### config.mk
export PLATFORM = sky130hd
export DESIGN_NAME = dot11_tx_sched_flat
export DESIGN_NICKNAME = d
export VERILOG_FILES = /design/src/rtl/dot11_tx_sched_if.sv /design/src/rtl/dot11_tx_sched.sv /design/src/flat_wrapper.sv
export SDC_FILE = /design/constraint.sdc
export NUM_CORES = 1
export LEC_CHECK = 0
export CORE_MARGIN = 2
export CORE_UTILIZATION = 50
export CTS_CLUSTER_SIZE = 12
export DETAILED_ROUTE_END_ITERATION = 7
export PLACE_DENSITY_LB_ADDON = 0.15
export SLEW_MARGIN = 20
export SYNTH_ARGS = -nofsm -noshare
export SYNTH_HDL_FRONTEND = slang
export SYNTH_SLANG_ARGS = --single-unit
### constraint.sdc
create_clock -name clk -period 3.35 [get_ports clk]
set_input_delay 0.67 -clock clk [delete_from_list [all_inputs] [get_ports clk]]
set_output_delay 0.67 -clock clk [all_outputs]
set_load 0.01 [all_outputs]
### src/rtl/dot11_tx_sched_if.sv
// rtl/dot11_tx_sched_if.sv - request stream and PHY-core signals of the dot11_tx scheduler
interface dot11_tx_sched_if;
    logic        req_valid;
    logic        req_ready;
    logic [11:0] req_base;
    logic [6:0]  req_scram;
    logic        core_arest;
    logic        core_start;
    logic        core_done;
    logic [6:0]  core_init_data_scram;
    logic [11:0] core_bram_addr;
    logic [11:0] mem_addr;

    modport master (
        output req_valid, req_base, req_scram, core_done, core_bram_addr,
        input  req_ready, core_arest, core_start, core_init_data_scram, mem_addr
    );

    modport slave (
        input  req_valid, req_base, req_scram, core_done, core_bram_addr,
        output req_ready, core_arest, core_start, core_init_data_scram, mem_addr
    );
endinterface

### src/rtl/dot11_tx_sched.sv
// rtl/dot11_tx_sched.sv - frame sequencer for the dot11_tx PHY core with request FIFO and watchdog
module dot11_tx_sched #(
    parameter int DEPTH          = 4,
    parameter int RST_CYCLES     = 4,
    parameter int START_CYCLES   = 5,
    parameter int GAP_CYCLES     = 32,
    parameter int TIMEOUT_CYCLES = 1048575,
    parameter int TO_W           = 20
) (
    input  logic                   clk,
    input  logic                   phy_tx_arest,
    dot11_tx_sched_if.slave        bus,
    output logic                   busy,
    output logic                   done_pulse,
    output logic                   abort_pulse,
    output logic [15:0]            tx_cnt,
    output logic                   timeout_err,
    input  logic                   err_clr
);
    localparam int AW   = (DEPTH > 1) ? $clog2(DEPTH) : 1;
    localparam int PH_W = 16;

    typedef enum logic [2:0] {S_IDLE, S_RST, S_START, S_WAIT, S_GAP} state_t;

    state_t          state;
    logic [11:0]     base_mem  [DEPTH];
    logic [6:0]      scram_mem [DEPTH];
    logic [AW-1:0]   wr_ptr;
    logic [AW-1:0]   rd_ptr;
    logic [AW:0]     fifo_cnt;
    logic            push;
    logic            pop;
    logic [PH_W-1:0] ph_cnt;
    logic [TO_W-1:0] wd_cnt;
    logic [11:0]     cur_base;
    logic [6:0]      cur_scram;
    logic            arest_q;
    logic            start_q;

    assign bus.req_ready            = (fifo_cnt < (AW+1)'(DEPTH));
    assign push                     = bus.req_valid && bus.req_ready;
    assign pop                      = (state == S_IDLE) && (fifo_cnt != '0);
    assign bus.core_arest           = arest_q;
    assign bus.core_start           = start_q;
    assign bus.core_init_data_scram = cur_scram;
    // Combinational offset keeps the core's one-cycle BRAM read latency intact.
    assign bus.mem_addr             = cur_base + bus.core_bram_addr;
    assign busy                     = (state != S_IDLE) || (fifo_cnt != '0);

    always_ff @(posedge clk) begin
        if (push) begin
            base_mem[wr_ptr]  <= bus.req_base;
            scram_mem[wr_ptr] <= bus.req_scram;
        end
    end

    always_ff @(posedge clk or posedge phy_tx_arest) begin
        if (phy_tx_arest) begin
            wr_ptr   <= '0;
            rd_ptr   <= '0;
            fifo_cnt <= '0;
        end else begin
            if (push) wr_ptr <= wr_ptr + 1'b1;
            if (pop)  rd_ptr <= rd_ptr + 1'b1;
            case ({push, pop})
                2'b10:   fifo_cnt <= fifo_cnt + 1'b1;
                2'b01:   fifo_cnt <= fifo_cnt - 1'b1;
                default: fifo_cnt <= fifo_cnt;
            endcase
        end
    end

    always_ff @(posedge clk or posedge phy_tx_arest) begin
        if (phy_tx_arest) begin
            state       <= S_IDLE;
            ph_cnt      <= '0;
            wd_cnt      <= '0;
            cur_base    <= '0;
            cur_scram   <= 7'h7F;
            arest_q     <= 1'b1;
            start_q     <= 1'b0;
            done_pulse  <= 1'b0;
            abort_pulse <= 1'b0;
            tx_cnt      <= '0;
            timeout_err <= 1'b0;
        end else begin
            done_pulse  <= 1'b0;
            abort_pulse <= 1'b0;
            if (err_clr) timeout_err <= 1'b0;
            case (state)
                S_IDLE: begin
                    if (pop) begin
                        cur_base  <= base_mem[rd_ptr];
                        cur_scram <= scram_mem[rd_ptr];
                        ph_cnt    <= '0;
                        state     <= S_RST;
                    end
                end
                S_RST: begin
                    if (ph_cnt == PH_W'(RST_CYCLES - 1)) begin
                        ph_cnt  <= '0;
                        wd_cnt  <= '0;
                        arest_q <= 1'b0;
                        start_q <= 1'b1;
                        state   <= S_START;
                    end else begin
                        ph_cnt <= ph_cnt + 1'b1;
                    end
                end
                S_START, S_WAIT: begin
                    wd_cnt <= wd_cnt + 1'b1;
                    // done is checked first so it wins over a coincident watchdog expiry
                    if (bus.core_done) begin
                        done_pulse <= 1'b1;
                        tx_cnt     <= tx_cnt + 1'b1;
                        ph_cnt     <= '0;
                        arest_q    <= 1'b1;
                        start_q    <= 1'b0;
                        state      <= S_GAP;
                    end else if (wd_cnt == TO_W'(TIMEOUT_CYCLES - 1)) begin
                        abort_pulse <= 1'b1;
                        timeout_err <= 1'b1;
                        ph_cnt      <= '0;
                        arest_q     <= 1'b1;
                        start_q     <= 1'b0;
                        state       <= S_GAP;
                    end else if (state == S_START) begin
                        if (ph_cnt == PH_W'(START_CYCLES - 1)) begin
                            start_q <= 1'b0;
                            state   <= S_WAIT;
                        end else begin
                            ph_cnt <= ph_cnt + 1'b1;
                        end
                    end
                end
                S_GAP: begin
                    if (ph_cnt == PH_W'(GAP_CYCLES - 1)) begin
                        ph_cnt <= '0;
                        state  <= S_IDLE;
                    end else begin
                        ph_cnt <= ph_cnt + 1'b1;
                    end
                end
                default: begin
                    arest_q <= 1'b1;
                    start_q <= 1'b0;
                    state   <= S_IDLE;
                end
            endcase
        end
    end
endmodule

### src/flat_wrapper.sv
// flat-port wrapper written by rule: the top's interface ports become plain ports
module dot11_tx_sched_flat 
#(
    parameter int DEPTH          = 4,
    parameter int RST_CYCLES     = 4,
    parameter int START_CYCLES   = 5,
    parameter int GAP_CYCLES     = 32,
    parameter int TIMEOUT_CYCLES = 1048575,
    parameter int TO_W           = 20
)
  (clk, phy_tx_arest, busy, done_pulse, abort_pulse, tx_cnt, timeout_err, err_clr, bus_req_valid, bus_req_base, bus_req_scram, bus_core_done, bus_core_bram_addr, bus_req_ready, bus_core_arest, bus_core_start, bus_core_init_data_scram, bus_mem_addr);
  dot11_tx_sched_if bus_i ();
  input  logic clk;
  input  logic phy_tx_arest;
  output logic busy;
  output logic done_pulse;
  output logic abort_pulse;
  output logic [15:0] tx_cnt;
  output logic timeout_err;
  input  logic err_clr;
  input wire logic [$bits(bus_i.req_valid)-1:0] bus_req_valid;
  input wire logic [$bits(bus_i.req_base)-1:0] bus_req_base;
  input wire logic [$bits(bus_i.req_scram)-1:0] bus_req_scram;
  input wire logic [$bits(bus_i.core_done)-1:0] bus_core_done;
  input wire logic [$bits(bus_i.core_bram_addr)-1:0] bus_core_bram_addr;
  output wire logic [$bits(bus_i.req_ready)-1:0] bus_req_ready;
  output wire logic [$bits(bus_i.core_arest)-1:0] bus_core_arest;
  output wire logic [$bits(bus_i.core_start)-1:0] bus_core_start;
  output wire logic [$bits(bus_i.core_init_data_scram)-1:0] bus_core_init_data_scram;
  output wire logic [$bits(bus_i.mem_addr)-1:0] bus_mem_addr;
  assign bus_i.req_valid = bus_req_valid;
  assign bus_i.req_base = bus_req_base;
  assign bus_i.req_scram = bus_req_scram;
  assign bus_i.core_done = bus_core_done;
  assign bus_i.core_bram_addr = bus_core_bram_addr;
  assign bus_req_ready = bus_i.req_ready;
  assign bus_core_arest = bus_i.core_arest;
  assign bus_core_start = bus_i.core_start;
  assign bus_core_init_data_scram = bus_i.core_init_data_scram;
  assign bus_mem_addr = bus_i.mem_addr;
  dot11_tx_sched #(.DEPTH(DEPTH), .RST_CYCLES(RST_CYCLES), .START_CYCLES(START_CYCLES), .GAP_CYCLES(GAP_CYCLES), .TIMEOUT_CYCLES(TIMEOUT_CYCLES), .TO_W(TO_W)) u_core (.clk(clk), .phy_tx_arest(phy_tx_arest), .bus(bus_i), .busy(busy), .done_pulse(done_pulse), .abort_pulse(abort_pulse), .tx_cnt(tx_cnt), .timeout_err(timeout_err), .err_clr(err_clr));
endmodule
# ---- Word-level counts from Yosys, hierarchy flattened
# Memories as Yosys holds them, arrays and structs flattened. A register that Yosys moved wholly into a read port is not among the register bits.
# Cells that the tools add are included.
dict set report totals {
  out_inout_bits 42
  mem_bits_rw 76
  in_bits 36
  n_memories 2
  regBits 67
}
# name words width rd rd_clocked_by_memory_dff write_ports line_no
set mem_list {}
lappend mem_list {u_core.base_mem 4 12 1 1 1 dot11_tx_sched.sv:26} ;# logic [11:0] base_mem [DEPTH];
lappend mem_list {u_core.scram_mem 4 7 1 1 1 dot11_tx_sched.sv:27} ;# logic [6:0] scram_mem [DEPTH];
dict set report classes {
  muxes 40
  n_lt_le_gt_ge 1
  n_bitwise 1
  add_sub_neg 8
  reduce_logical 18
  n_eq_ne 17
}
# cell count
set ops {}
lappend ops {{16-bit 2-to-1 mux} 7}
lappend ops {{16-bit one-hot mux with 4 select lines} 1}
lappend ops {{20-bit one-hot mux with 2 select lines} 1}
lappend ops {{16-bit by 1-bit adder with 16-bit output (second input constant)} 2}
lappend ops {{3-bit 2-to-1 mux} 7}
lappend ops {{20-bit by 1-bit adder with 20-bit output (second input constant)} 1}
lappend ops {{20-bit equality test (second input constant)} 1}
lappend ops {{20-bit 2-to-1 mux} 1}
lappend ops {{1-bit 2-to-1 mux} 19}
lappend ops {{16-bit by 2-bit equality test with 1-bit output (second input constant)} 1}
lappend ops {{16-bit by 3-bit equality test with 1-bit output (second input constant)} 1}
lappend ops {{16-bit by 5-bit equality test with 1-bit output (second input constant)} 1}
lappend ops {{12-bit adder} 1}
lappend ops {{3-bit one-hot mux with 4 select lines} 1}
lappend ops {{4-bit by 2-bit != test with 1-bit output (second input constant)} 2}
lappend ops {{4-bit AND reduction} 2}
lappend ops {{3-bit by 2-bit equality test with 1-bit output (second input constant)} 2}
lappend ops {{2-bit by 1-bit != test with 1-bit output (second input constant)} 3}
lappend ops {{1-bit one-hot mux with 3 select lines} 2}
lappend ops {{3-bit one-hot mux with 2 select lines} 1}
lappend ops {{2-bit AND reduction} 3}
lappend ops {{3-bit nonzero test} 2}
lappend ops {{5-bit AND reduction} 1}
lappend ops {{2-bit by 1-bit adder with 2-bit output (second input constant)} 2}
lappend ops {{other kinds (17)} 20}

# ---- Logic depth before layout (Yosys ltp)
dict set report logic_depth {
  depth_word 6
  ltp_mapped 10
  depth_no_buf 8
}

# ---- Worst setup path before layout
# Ideal clock, no wire load.
dict set report synth_timing {
  path_kind {input port to output port}
  start {input bus_core_bram_addr[0]}
  end {output bus_mem_addr[10]}
  path_buffers 0
  t_required_ps 2680
  setup_slack_ps 207
  arrival_time_ps 2473
  cell_stages 8
  cell_sequence {ha_1 > fa_1 > a21oi_1 > o21ai_0 > a2111oi_0 > o31ai_1 > a21oi_1 > xnor2_1}
}
dict set report synth_between {
  elab_chain_cells 1
}
# element line_no
set synth_lines {}
lappend synth_lines {{start: declaration} flat_wrapper.sv:25} ;# input wire logic [$bits(bus_i.core_bram_addr)-1:0] bus_core_bram_addr;
lappend synth_lines {{12-bit adder} dot11_tx_sched.sv:47} ;# assign bus.mem_addr = cur_base + bus.core_bram_addr;
lappend synth_lines {{end: declaration} flat_wrapper.sv:30} ;# output wire logic [$bits(bus_i.mem_addr)-1:0] bus_mem_addr;
# No other way between the ends.

# ---- Worst setup path after layout
dict set report layout_timing {
  start {register u_core.cur_base[0], read port of u_core.base_mem}
  end {output bus_mem_addr[10]}
}
dict set report layout_between {
  elab_chain_cells 1
}
# element line_no
set layout_lines {}
lappend layout_lines {{start: declaration} dot11_tx_sched.sv:35} ;# logic [11:0] cur_base;
lappend layout_lines {{12-bit adder} dot11_tx_sched.sv:47}
# No other way between the ends.

==> results.md <==
- CP Max Fanout: 2
- Initial core utilization: 0.5115
- Diodes inserted: 0
- Post-layout min period: 3.297 ns
- Hold Fails Final Rpt: 0
- Crit Path Class: register to output pin
- PwrDens: roughly 850 nW/um2
- Clock Tree Root: clkbuf_16
- Syn. warnings: 0
- P&R area growth vs syn: 25.09%
- Top-Level Pins: 78
- Core area: roughly 15,000 um2
- Post-synth EDFFs: 76
- Mapped cell area: 7435 um2
- Compound-Gate Fraction of Synth Area: 0.06715
- Max Slew Vio Count: 0
- Gr ovfl total: 0
- Status: finished, final reports clean
- Final setup margin: 0.05331 ns
- Post-place setup slack: -0.9255 ns
- Ys async rst share: 0.5309
- Antenna violations before repair: 0
- Sw frac: 0.3266
- Mux share of post-synthesis cell area: 0.08920
- DR pass1 iterations: 4
- Sequential Power Share: 0.356
- Setup TNS: 0 ns
- RSZ-0062 raised after global routing: yes
- Max Clock Freq: 303.3 MHz
- GRT Total Usage: 0.2016
- Mean routed wirelength per cell: 17.59 um
- H-tree depth: 4
- Vias in the first global route: 4,957
- DRC: 0
- Worst VDD drop: 503.6 uV
- Multi-input logic area: 2954 um2
- GPL Wtd Cong: around 0.8
- CTS tree: yes
- DR iter-0 viols: 311
- Clock skew: 0.01552 ns
- Slew headroom: 0.3940
- Clk pin slew, worst setup/hold paths: 0.06 ns
- Fillers: between 1,000 and 1,500
- Post-route ant nets: 0
- Die Span Y: ~130 um
- Synth Area in Adders: 0.04073
- Sink Count: roughly 160
- Lkg Pwr: 3.642 nW
- Largest net degree at the start of global routing: 44
- Mean Syn Cell Area: 13.54 um2
- Worst-Skew Late Latency: between 0.4 and 0.5 ns
- Syn Nets: 608
- Hold Path Class: register to register
- Num CTS Buffers: 17
- CP required: 2.68 ns
- Vias post-DR: 4,759
- Hpwl dp: between 10,000 and 15,000 um
- Synth Register Bits: about 160
- Worst endpoint data arrival time: 2.63 ns
- Tcrit/Tclk final: 0.9841
- XOR/XNOR Fraction of Synth Area: 0.05890
- Yosys cell types: 66
- Clock Tree Buf Depth: 2
- Hold path start: u_core.tx_cnt[15]
- I/O Buffers: a little under 80
- Post-Synth Simple-Gate Area: 0.1234
- Sequential cell area: 4447 um2
- Synth top area share: 0.3070
- # nets final: between 700 and 800
- Cell total after placement: 817
- Crit end category: output pin
- Vias per cell: 5.573
- Cell Count, Final, Fillers Out: 854
- Comb power frac: 0.397
- DIE WIDTH: approximately 130 um
- Share of cells above drive strength 1: 0.2269
- CP Launch Type: register
- NetSw: 2.591 mW
- Site row count: between 40 and 50
- Post-synth top cells: 78 x dfrtp_1, 76 x edfxtp_1, 43 x nor2_1, 26 x xor2_1, 24 x xnor2_1
- Main synth FF type: dfrtp_1
- Final wirelength: 15,020 um
- CP Launch Point: u_core.cur_base[0]
- Global-route wire length before repair: 25,120 um
- Synthesized instance count: 549
- Setup-failing EPs final: 0
- Sequential share of the synthesized area: 0.5978
- Max Cap Viol: 0
- Tightest Pin Transition: approximately 0.9 ns
- Post-synth top area cell: edfxtp_1
- Clock power share: 0.247
- Synth area leaders: edfxtp_1 31%, dfrtp_1 26%, mux4_2 5.8%, ha_1 3.5%, xor2_1 3.1%
- Cts hold-fix bufs: 0
- Internal Power: 5.343 mW
- Most common cell in the netlist: dfrtp_1
- Die area: about 16,000 um2
- WHS: 0.4642 ns
- Largest family of logic cells by synthesized area: simple AND/OR/NAND/NOR gates
- FF-to-FF Start: u_core.ph_cnt[0]
==> power groups by stage <==
| stage | clock, mW | sequential, mW | combinational (mW) |
|---|---|---|---|
| 2_1_floorplan | 0 | 2.77 | 1.95 |
| 3_3_place_gp | 0 | 2.83 | 2.98 |
| 3_5_place_dp | 0 | 2.86 | 3.05 |
| 4_1_cts | 1.99 | 2.83 | 3.09 |
| 5_1_grt | 2.09 | 2.89 | 3.45 |
| 6_report | 1.96 | 2.83 | 3.15 |
==> worst max-delay path, stage by stage (launching register included) <==
cell and delay (ns):
dfrtp_1 0.42, ha_4 0.19, fa_2 0.39, a21oi_4 0.16, o21ai_2 0.08, a2111oi_2 0.31, buf_4 0.19, o31ai_4 0.05
a21oi_2 0.15, xnor2_1 0.12, buf_2 0.14
==> sequential cells by signal (all words and copies together) (netlist names) <==
signal                           flops
u_core.timeout_err                   1
u_core.abort_pulse                   1
u_core.bus.core_init_data_scram      7
u_core.fifo_cnt                      3
u_core.base_mem                     48
u_core.ph_cnt                       16
u_core.scram_mem                    28
u_core.state                         3
u_core.cur_base                     12
u_core.bus.core_start                1
u_core.done_pulse                    1
u_core.bus.core_arest                1
u_core.wd_cnt                       20
u_core.tx_cnt                       16
u_core.wr_ptr                        2
u_core.rd_ptr                        2
==> cell usage in the layout, fill, tap and decap left out, types with 4 or more instances in the layout <==
cell type	synthesis	final
a21oi_1	11	8
a2bb2oi_1	6	6
and2_1	8	8
and3_1	9	9
and4_1	8	8
buf_2	6	4
buf_4	0	30
clkbuf_1	10	4
clkbuf_16	0	17
clkdlybuf4s50_1	0	66
dfrtp_1	78	76
dfstp_2	8	8
edfxtp_1	76	76
ha_1	21	16
ha_4	0	5
inv_1	21	20
mux2_2	20	20
mux4_2	19	19
nand2_1	23	23
nand3_1	18	18
nand4_1	17	17
nor2_1	43	42
nor2b_1	4	4
nor3_1	9	8
o21ai_0	10	9
o21bai_1	4	4
o31ai_1	9	8
or2_2	5	5
xnor2_1	24	24
xor2_1	26	26
==> per-layer routing <==
layer | GRT usage | vias up | part of all wire
li1 | - | 2257 | -
met1 | 0.2712 | 2385 | 0.45
met2 | 0.3270 | 106 | 0.50
met3 | 0.04970 | 11 | 0.039
met4 | 0.06270 | 0 | 0.010
met5 | 0 | - | 0
==> metrics by stage <==
step | area (um2) | power, mW | util
final | 9300 | 7.933 | 0.6399
after detailed placement | 8566 | 5.907 | 0.5894
after global placement | 8566 | 5.812 | 0.5894
after global routing | 9300 | 8.428 | 0.6399
after CTS | 9238 | 7.913 | 0.6356
after floorplan | 7435 | 4.716 | -
==> path summary, 6_finish.rpt <==
check	cells after the start	slack (ns)	endpoint
min in group asynchronous	2	0.71	u_core.wd_cnt[4]
setup reg to reg	8	0.74	u_core.wd_cnt[7]
hold / removal	1	0.46	u_core.tx_cnt[15]
max in group asynchronous	3	1.90	u_core.bus.core_arest
hold reg to reg	1	0.46	u_core.tx_cnt[15]
setup / recovery	10	0.05	bus_mem_addr[10]
==> logic make-up (layout without fill, tap and decap cells) <==
logic type / count (synthesis) / in the layout
buffers and inverters: 41 / 162
and+or+nand+nor: 164 / 164
xor gates and xnor gates: 50 / 50
muxes: 40 / 40
DFF: 162 / 162
adders and majority gates: 23 / 23
AOI/OAI and AO/OA: 69 / 69
==> area by class of cell <==
cell class / instances / share of cell area
inverter: 21 / 0.008610
sequential: 162 / 0.4781
clock buffer: 21 / 0.04736
timing repair buffer: 109 / 0.1068
multi-input combinational: 346 / 0.3176
clock inverter: 11 / 0.01668
tap: 184 / 0.02475
==> repair_timing <==
| item | in CTS | in global routing |
|---|---|---|
| pin swaps | 11 | 15 |
| gates resized for setup | 37 | 15 |
| setup endpoints to repair | 8 | 4 |
| buffers inserted | 2 | 3 |
(Power assumes the default switching activity.)
